### src/rtl/display_secuenciador_if.sv
// Request handshake between the application logic and the display sequencer.
// The master drives offers and cancel requests; the slave answers with ready.
interface display_secuenciador_if;
   logic       req_valid;
   logic [7:0] req_valor;
   logic       req_ready;
   logic       cancelar;

   modport master (output req_valid, output req_valor, output cancelar, input req_ready);
   modport slave  (input req_valid, input req_valor, input cancelar, output req_ready);
endinterface

### src/rtl/display_secuenciador.sv
// Buffers 8-bit values in a small FIFO and plays each one on a two-digit display
// using the start / mid / end pulse protocol, with an optional blank pause.
module display_secuenciador #(
   parameter int unsigned CICLOS_DIGITO = 50_000_000,
   parameter int unsigned CICLOS_PAUSA  = 25_000_000,
   parameter int unsigned PROFUNDIDAD   = 4
) (
   input  logic                               clk,
   input  logic                               reset_n,
   display_secuenciador_if.slave              req,
   output logic                               Displayiniciar,
   output logic                               PulsoMitad,
   output logic                               PulsoFin,
   output logic [15:0]                        DisplayValor,
   output logic                               ocupado,
   output logic [$clog2(PROFUNDIDAD+1)-1:0]   nivel
);
   localparam int unsigned   PW          = $clog2(PROFUNDIDAD);
   localparam int unsigned   NW          = $clog2(PROFUNDIDAD + 1);
   localparam logic [NW-1:0] NIVEL_LLENO = NW'(PROFUNDIDAD);
   localparam logic [31:0]   FIN_DIGITO  = 32'(CICLOS_DIGITO - 1);
   localparam logic [31:0]   FIN_PAUSA   = 32'(CICLOS_PAUSA - 1);

   localparam logic [1:0] IDLE  = 2'd0;
   localparam logic [1:0] DIG1  = 2'd1;
   localparam logic [1:0] DIG2  = 2'd2;
   localparam logic [1:0] PAUSA = 2'd3;

   logic [7:0]    mem_q [PROFUNDIDAD];
   logic [7:0]    mem_d [PROFUNDIDAD];
   logic [PW-1:0] wr_q, wr_d, rd_q, rd_d;
   logic [NW-1:0] nivel_q, nivel_d;
   logic [1:0]    estado_q, estado_d;
   logic [31:0]   cnt_q, cnt_d;
   logic [15:0]   valor_q, valor_d;
   logic          ini_q, ini_d, mit_q, mit_d, fin_q, fin_d;
   logic          push, pop;

   assign req.req_ready = (nivel_q != NIVEL_LLENO) && !req.cancelar;
   assign push          = req.req_valid && req.req_ready;
   // Pops only happen from IDLE, and cancel suppresses them.
   assign pop           = (estado_q == IDLE) && (nivel_q != '0) && !req.cancelar;

   always_comb begin
      mem_d   = mem_q;
      wr_d    = wr_q;
      rd_d    = rd_q;
      nivel_d = nivel_q;
      if (req.cancelar) begin
         wr_d    = '0;
         rd_d    = '0;
         nivel_d = '0;
      end else begin
         if (push) begin
            mem_d[wr_q] = req.req_valor;
            wr_d        = wr_q + PW'(1);
         end
         if (pop) begin
            rd_d = rd_q + PW'(1);
         end
         nivel_d = nivel_q + NW'(push) - NW'(pop);
      end
   end

   always_comb begin
      estado_d = estado_q;
      cnt_d    = cnt_q;
      valor_d  = valor_q;
      ini_d    = 1'b0;
      mit_d    = 1'b0;
      fin_d    = 1'b0;
      unique case (estado_q)
         IDLE: begin
            if (pop) begin
               valor_d  = {8'h00, mem_q[rd_q]};
               ini_d    = 1'b1;
               cnt_d    = '0;
               estado_d = DIG1;
            end
         end
         DIG1: begin
            if (req.cancelar) begin
               fin_d    = 1'b1;
               cnt_d    = '0;
               estado_d = IDLE;
            end else if (cnt_q == FIN_DIGITO) begin
               mit_d    = 1'b1;
               cnt_d    = '0;
               estado_d = DIG2;
            end else begin
               cnt_d = cnt_q + 32'd1;
            end
         end
         DIG2: begin
            if (req.cancelar) begin
               fin_d    = 1'b1;
               cnt_d    = '0;
               estado_d = IDLE;
            end else if (cnt_q == FIN_DIGITO) begin
               fin_d    = 1'b1;
               cnt_d    = '0;
               estado_d = (CICLOS_PAUSA == 0) ? IDLE : PAUSA;
            end else begin
               cnt_d = cnt_q + 32'd1;
            end
         end
         PAUSA: begin
            if (req.cancelar || (cnt_q == FIN_PAUSA)) begin
               cnt_d    = '0;
               estado_d = IDLE;
            end else begin
               cnt_d = cnt_q + 32'd1;
            end
         end
         default: begin
            cnt_d    = '0;
            estado_d = IDLE;
         end
      endcase
   end

   always_ff @(posedge clk or negedge reset_n) begin
      if (!reset_n) begin
         for (int i = 0; i < PROFUNDIDAD; i++) begin
            mem_q[i] <= '0;
         end
         wr_q     <= '0;
         rd_q     <= '0;
         nivel_q  <= '0;
         estado_q <= IDLE;
         cnt_q    <= '0;
         valor_q  <= '0;
         ini_q    <= 1'b0;
         mit_q    <= 1'b0;
         fin_q    <= 1'b0;
      end else begin
         mem_q    <= mem_d;
         wr_q     <= wr_d;
         rd_q     <= rd_d;
         nivel_q  <= nivel_d;
         estado_q <= estado_d;
         cnt_q    <= cnt_d;
         valor_q  <= valor_d;
         ini_q    <= ini_d;
         mit_q    <= mit_d;
         fin_q    <= fin_d;
      end
   end

   assign Displayiniciar = ini_q;
   assign PulsoMitad     = mit_q;
   assign PulsoFin       = fin_q;
   assign DisplayValor   = valor_q;
   assign ocupado        = (estado_q != IDLE);
   assign nivel          = nivel_q;
endmodule

### src/flat_wrapper.sv
// flat-port wrapper written by rule: the top's interface ports become plain ports
module display_secuenciador_flat 
#(
   parameter int unsigned CICLOS_DIGITO = 50_000_000,
   parameter int unsigned CICLOS_PAUSA  = 25_000_000,
   parameter int unsigned PROFUNDIDAD   = 4
)
  (clk, reset_n, Displayiniciar, PulsoMitad, PulsoFin, DisplayValor, ocupado, nivel, req_req_valid, req_req_valor, req_cancelar, req_req_ready);
  display_secuenciador_if req_i ();
  input  logic clk;
  input  logic reset_n;
  output logic Displayiniciar;
  output logic PulsoMitad;
  output logic PulsoFin;
  output logic [15:0] DisplayValor;
  output logic ocupado;
  output logic [$clog2(PROFUNDIDAD+1)-1:0] nivel;
  input wire logic [$bits(req_i.req_valid)-1:0] req_req_valid;
  input wire logic [$bits(req_i.req_valor)-1:0] req_req_valor;
  input wire logic [$bits(req_i.cancelar)-1:0] req_cancelar;
  output wire logic [$bits(req_i.req_ready)-1:0] req_req_ready;
  assign req_i.req_valid = req_req_valid;
  assign req_i.req_valor = req_req_valor;
  assign req_i.cancelar = req_cancelar;
  assign req_req_ready = req_i.req_ready;
  display_secuenciador #(.CICLOS_DIGITO(CICLOS_DIGITO), .CICLOS_PAUSA(CICLOS_PAUSA), .PROFUNDIDAD(PROFUNDIDAD)) u_core (.clk(clk), .reset_n(reset_n), .req(req_i), .Displayiniciar(Displayiniciar), .PulsoMitad(PulsoMitad), .PulsoFin(PulsoFin), .DisplayValor(DisplayValor), .ocupado(ocupado), .nivel(nivel));
endmodule
### config.mk
export PLATFORM = sky130hd
export DESIGN_NAME = display_secuenciador_flat
export DESIGN_NICKNAME = d
export VERILOG_FILES = /design/src/rtl/display_secuenciador_if.sv /design/src/rtl/display_secuenciador.sv /design/src/flat_wrapper.sv
export SDC_FILE = /design/constraint.sdc
export NUM_CORES = 1
export LEC_CHECK = 0
export ABC_AREA = 1
export BUFFER_PORTS_ARGS = -buffer_cell sky130_fd_sc_hd__buf_4
export CAP_MARGIN = 5
export CORE_MARGIN = 2
export CORE_UTILIZATION = 52
export DETAILED_ROUTE_END_ITERATION = 7
export PLACE_DENSITY = 0.81
export REMOVE_ABC_BUFFERS = 1
export SLEW_MARGIN = 20
export SYNTH_ARGS = -nofsm -noshare
export SYNTH_HDL_FRONTEND = slang
export SYNTH_SLANG_ARGS = --single-unit
### constraint.sdc
create_clock -name clk -period 2.32 [get_ports clk]
set_input_delay 0.348 -clock clk [delete_from_list [all_inputs] [get_ports clk]]
set_output_delay 0.348 -clock clk [all_outputs]
set_load 0.03 [all_outputs]
==> impl_metrics.env, run 1 <==
export IMPL_cp_slowest_cell="dfrtp_1"
export IMPL_cts_root_buffer="clkbuf_8"
export IMPL_synthCells=596
export IMPL_status="completed"
export IMPL_ys_types=38
export IMPL_ys_flop_type="dfrtp_1"
export IMPL_utilization=0.589
export IMPL_clock_latency_ns=0.36
export IMPL_async_reset_ff_frac=1.00
export IMPL_nNetsFinal=655
export IMPL_crit_type="flop to flop"
export IMPL_area_growth_pct=11.0
export IMPL_synth_edff_count=0
export IMPL_crit_path_max_incr_delay_ns=0.44
export IMPL_worstPathMaxFanout=4
export IMPL_n_antenna_cell=0
export IMPL_grt_overflow=0
export IMPL_avgRoutedWirePerCell_microns=14.6
export IMPL_required_ns=2.61
export IMPL_start_util=0.530
export IMPL_placed_cells=728
export IMPL_layoutNonFillerInstCount=745
export IMPL_avgViaCountPerCell=5.40
export IMPL_place_gp_congestion=0.993
export IMPL_cts_buffers=9
export IMPL_place_hpwl_mm=8.09
export IMPL_num_vias=4024
export IMPL_p_total_mw=5.41
export IMPL_die_area_sq_um=10100
export IMPL_grt_pass1_wl_mm=18.3
export IMPL_die_height_microns=100
export IMPL_grtUsageTotal=0.229
export IMPL_finalMaxSlewViolations=0
export IMPL_die_w_microns=100
export IMPL_finalClockSkew_ns=0.0132
export IMPL_clk_pin_slew_worst_paths_ns=0.10
export IMPL_critPathLaunchType="flop"
export IMPL_worstPathCellList="nor2_1, nand2_1, nand3_2, inv_1, ha_1, inv_1, ha_1, inv_1, fa_1, xor2_1, nor2_1"
export IMPL_hold_ws_ns=0.216
export IMPL_n_fill_cell=777
export IMPL_peakVddDrop_v=0.000607
export IMPL_min_path_type="primary input to flop"
export IMPL_critical_path_arrival_ns=2.40
export IMPL_yosys_warnings=0
export IMPL_postRouteAntennaNets=0
export IMPL_setup_violations_final=0
export IMPL_drive_above_1_share=0.174
export IMPL_wirelength_mm=10.9
export IMPL_synth_area_sq_um=4830
export IMPL_antenna_found_initial=0
export IMPL_cap_violations=0
export IMPL_synth_avg_cell_area_sq_um=8.10
export IMPL_p_leak_nw=2.43
export IMPL_ios=36
export IMPL_drtIter0Drc=249
export IMPL_io_buffers=27
export IMPL_relSlewSlack=0.573
export IMPL_yosysSeqAreaShare=0.435
export IMPL_p_per_area_nw_per_um2=1010
export IMPL_core_area_sq_um=9110
export IMPL_crit_buf_inv=3
export IMPL_final_hold_violation_count=0
export IMPL_clock_sinks=84
export IMPL_ys_ff_latch=84
export IMPL_cts_tree="done"
export IMPL_cp_common_cell="inv_1"
export IMPL_fp_row_count=35
export IMPL_cp_top_family="adder cells"
export IMPL_fmax_mhz=474
export IMPL_htreeDepth=3
export IMPL_grt_pass1_vias=3886
export IMPL_drc=0
export IMPL_grt_max_degree=40
export IMPL_dr_pass1_iters=5
export IMPL_clockBufferDepth=2
export IMPL_cts_resized=0
export IMPL_rsz0062_at_grt="no"
export IMPL_worstMarginPinSlew_ns=0.640
export IMPL_critical_path_endpoint_type="flop"
export IMPL_fin_crit_ns=2.11
export IMPL_finalCritPeriodShare=0.910
==> flip-flops by register name (all words and copies together) (netlist names), 2 cells and up <==
| register | flops |
|---|---|
| u_core.nivel | 3 |
| u_core.wr_q | 2 |
| u_core.DisplayValor | 8 |
| u_core.mem_q | 32 |
| u_core.rd_q | 2 |
| u_core.estado_q | 2 |
| u_core.cnt_q | 32 |
==> layout by cell type (no fill, tap or decap), drive strengths merged, types with 2 or more instances in the layout <==
| cell | count |
|---|---|
| buf | 36 |
| o21a | 2 |
| nand2 | 147 |
| dfrtp | 84 |
| nor2 | 77 |
| nand4 | 10 |
| and3 | 2 |
| ha | 13 |
| o21ai | 50 |
| nand3 | 29 |
| nor3 | 5 |
| o22ai | 2 |
| clkinv | 2 |
| mux2 | 22 |
| xor2 | 14 |
| xnor2 | 5 |
| nor3b | 2 |
| conb | 8 |
| a21oi | 36 |
| inv | 70 |
| clkbuf | 10 |
==> power by group <==
group          internal [mW]  total (mW)  switching, mW
combinational          0.782        2.16           1.38
clock                  0.546        1.12          0.575
sequential              1.88        2.12          0.244
==> worst register-to-register path: cells and delay by family (launching register included) <==
| family | cells | cell delay, ns |
|---|---|---|
| xor+xnor | 1 | 0.17 |
| fa+ha+maj | 3 | 0.76 |
| flops | 1 | 0.44 |
| buf+inv | 3 | 0.15 |
| simple gates | 4 | 0.53 |
==> per-layer routing <==
metal	wire (microns)	vias up	track usage
met5	0	-	0
met4	218	0	0.0832
met3	696	23	0.0369
met2	5260	149	0.376
met1	4720	1886	0.307
li1	-	1966	-
==> timing repair <==
action                                 in CTS  in global routing
buffers inserted                            0                  0
endpoints found under the hold margin      37                  0
hold buffers                                1                  0
==> synth_stat cells (all sizes together) (5+ instances only) <==
cell type | count | area share
xnor2 | 5 | 0.0091
o21ai | 50 | 0.052
nand3 | 29 | 0.033
nor2 | 77 | 0.068
xor2 | 14 | 0.025
mux2 | 22 | 0.051
clkbuf | 6 | 0.0047
nand4 | 10 | 0.013
a21oi | 36 | 0.046
buf | 16 | 0.024
inv | 67 | 0.052
nor3 | 5 | 0.0052
ha | 13 | 0.034
dfrtp | 84 | 0.44
nand2 | 147 | 0.12
==> final timing paths <==
path | endpoint | start | slack (ns) | cells after the start
setup / recovery | u_core.nivel[2] | u_core.nivel[1] | 0.21 | 11
setup reg to reg | u_core.nivel[2] | u_core.nivel[1] | 0.21 | 11
max in group asynchronous | u_core.mem_q[13] | reset_n | 1.19 | 3
min in group asynchronous | u_core.mem_q[17] | reset_n | 0.49 | 2
hold reg to reg | u_core.DisplayValor[4] | u_core.DisplayValor[4] | 0.49 | 2
hold / removal | u_core.mem_q[19] | req_req_valor[3] | 0.22 | 3
==> cell families after synthesis <==
logic type / after synthesis / share of synthesized area
compound gates: 94 / 0.110
xor+xnor: 19 / 0.0345
fa+ha+maj: 14 / 0.0378
buf+inv: 89 / 0.0811
flops: 84 / 0.435
mux: 22 / 0.0513
other cells: 1 / 0.000776
simple gates: 273 / 0.249
==> area by class of cell <==
type / count / area [sq um] / area share
clock buffers: 10 / 138 / 0.0257
clock inverters: 6 / 76.3 / 0.0142
multi-input cells: 430 / 2360 / 0.441
repair buffers: 37 / 293 / 0.0546
well taps: 111 / 139 / 0.0259
inverters: 67 / 251 / 0.0469
flip-flops and latches: 84 / 2100 / 0.392
==> through the flow <==
step           setup TNS, ns  cell area, sq um  worst slack (ns)
2_1_floorplan         -0.634              4720           -0.0890
3_3_place_gp               0              5140             0.295
3_5_place_dp               0              5140             0.209
4_1_cts                    0              5360             0.194
5_1_grt                    0              5360            0.0468
6_report                   0              5360             0.208
(Power assumes the default switching activity.)
==> run 2, diff against run 1 <==
- CELL_PAD_IN_SITES_DETAIL_PLACEMENT: default -> 1
- CELL_PAD_IN_SITES_GLOBAL_PLACEMENT: default -> 1
- CORE_UTILIZATION: 52 -> 41
- PLACE_DENSITY: 0.81 -> 0.84
==> run 2 against run 1 <==
Compared with the run above:
- sequential share of layout area fell by 0.82 points
- routed wire length increased by 17%
- global-route usage down 1.4 points
- clock power is 22% higher
- critical endpoint unchanged
==> impl_metrics.env, run 2 (synthesis gave the netlist of run 1 again) <==
export IMPL_p_per_area_nw_per_um2=1040
export IMPL_n_fill_cell=1425
export IMPL_min_path_type="primary input to flop"
export IMPL_clock_latency_ns=0.35
export IMPL_r2r_end="u_core.nivel[2]"
export IMPL_start_util=0.421
export IMPL_regToRegSetupSlack_ns=0.17
export IMPL_grt_overflow=0
export IMPL_fin_crit_ns=2.15
export IMPL_io_buffers=27
export IMPL_rsz0062_at_grt="no"
export IMPL_relSlewSlack=0.605
export IMPL_postRouteAntennaNets=0
export IMPL_drc=0
export IMPL_final_common_cell="nand2_1"
export IMPL_crit_path_max_incr_delay_ns=0.41
export IMPL_min_path_cells=3
export IMPL_avgRoutedWirePerCell_microns=16.4
export IMPL_critical_path_endpoint_type="flop"
export IMPL_cp_common_cell="inv_1"
export IMPL_finalCritPeriodShare=0.926
export IMPL_grtUsageTotal=0.215
export IMPL_die_height_microns=113
export IMPL_die_w_microns=113
export IMPL_cap_violations=0
export IMPL_drive_above_1_share=0.175
export IMPL_htreeDepth=3
export IMPL_worstPathMaxFanout=4
export IMPL_clk_pin_slew_worst_paths_ns=0.06
export IMPL_critPathLaunchType="flop"
export IMPL_required_ns=2.55
export IMPL_p_leak_nw=2.46
export IMPL_layout_common_cells="139 x nand2_1, 84 x dfrtp_1, 66 x inv_1, 65 x nor2_1, 48 x o21ai_0"
export IMPL_grt_pass1_wl_mm=21.7
export IMPL_area_growth_pct=13.4
export IMPL_cts_buffers=9
export IMPL_status="completed"
export IMPL_clock_sinks=84
export IMPL_grt_max_degree=38
export IMPL_grt_pass1_vias=4474
export IMPL_postLayoutCellArea_sq_um=5480
export IMPL_crit_type="flop to flop"
export IMPL_critical_path_arrival_ns=2.38
export IMPL_dr_pass1_iters=4
export IMPL_fp_row_count=39
export IMPL_worstMarginPinSlew_ns=0.592
export IMPL_multiInputGateArea_sq_um=2360
export IMPL_n_antenna_cell=0
export IMPL_place_gp_congestion=0.871
export IMPL_finalClockSkew_ns=0.00936
export IMPL_finalMaxSlewViolations=0
export IMPL_drtIter0Drc=223
export IMPL_worstSetupEndpoint="u_core.nivel[2]"
export IMPL_rr_worst_depth=11
export IMPL_worstPathCellList="inv_1, ha_2, nand3_2, inv_1, ha_1, inv_1, ha_1, inv_1, fa_1, xor2_1, nor2_1"
export IMPL_post_cts_buffers=0
export IMPL_cts_tree="done"
export IMPL_final_hold_violation_count=0
export IMPL_seqCellArea_sq_um=2100
export IMPL_startpoint="u_core.estado_q[0]"
export IMPL_place_hpwl_mm=9.68
export IMPL_num_vias=4042
export IMPL_fmax_mhz=465
export IMPL_peakVddDrop_v=0.000810
export IMPL_r2r_start="u_core.estado_q[0]"
export IMPL_core_area_sq_um=11500
export IMPL_clockBufferDepth=2
export IMPL_nNetsFinal=656
export IMPL_antenna_found_initial=0
export IMPL_cts_root_buffer="clkbuf_16"
export IMPL_ios=36
export IMPL_placed_area_sq_um=5180
export IMPL_cp_slowest_cell="dfrtp_1"
export IMPL_utilization=0.477
export IMPL_p_total_mw=5.72
export IMPL_setup_violations_final=0
export IMPL_die_area_sq_um=12700
export IMPL_avgViaCountPerCell=5.20
export IMPL_wirelength_mm=12.8
==> run 2: timing repair <==
action	in CTS	in global routing
hold buffers	1	0
gates resized for setup	0	1
endpoints found under the hold margin	35	0
setup endpoints to repair	0	1
==> run 2: worst min path at each step <==
stage                           from                     end
finish              req_req_valor[3]        u_core.mem_q[19]
detailed placement           reset_n         u_core.mem_q[8]
global placement             reset_n         u_core.mem_q[8]
global route        req_req_valor[6]        u_core.mem_q[22]
CTS                 req_req_valor[6]        u_core.mem_q[22]
floorplan                    reset_n  u_core.DisplayValor[0]
==> run 2: report_power, final <==
part           switching, mW  total (mW)  internal [mW]
clock network          0.609        1.37          0.757
registers              0.254        2.14           1.89
logic                   1.41        2.21          0.803
==> run 2: final cells by class <==
type                    instances  share of cell area
clock buffers                  11              0.0443
multi-input cells             430               0.432
repair buffers                 38              0.0548
flip-flops and latches         84               0.384
inverters                      67              0.0459
clock inverters                 5             0.00640
well taps                     143              0.0327
==> run 2: critical path: cells and delay by family (launching register included) <==
kind / cells / cell delay [ns]
flip-flops: 1 / 0.41
AND/OR/NAND/NOR: 2 / 0.16
XOR/XNOR: 1 / 0.17
buffers and inverters: 4 / 0.32
adder cells (fa/ha/maj): 4 / 0.98
==> run 2: routing by layer <==
layer,global-route usage,routed length [microns]
met5,0,0
met4,0.0707,152
met3,0.0427,439
met2,0.388,6650
met1,0.256,5530
==> run 2: metrics by stage <==
stage	setup TNS, ns	worst slack, ns	cells	hold slack, ns
floorplan	-0.634	-0.0890	581	0.0524
global placement	0	0.265	761	0.353
global route	0	0.0450	778	0.265
finish	0	0.171	778	0.248
CTS	0	0.0970	778	0.236
detailed placement	0	0.109	761	0.363
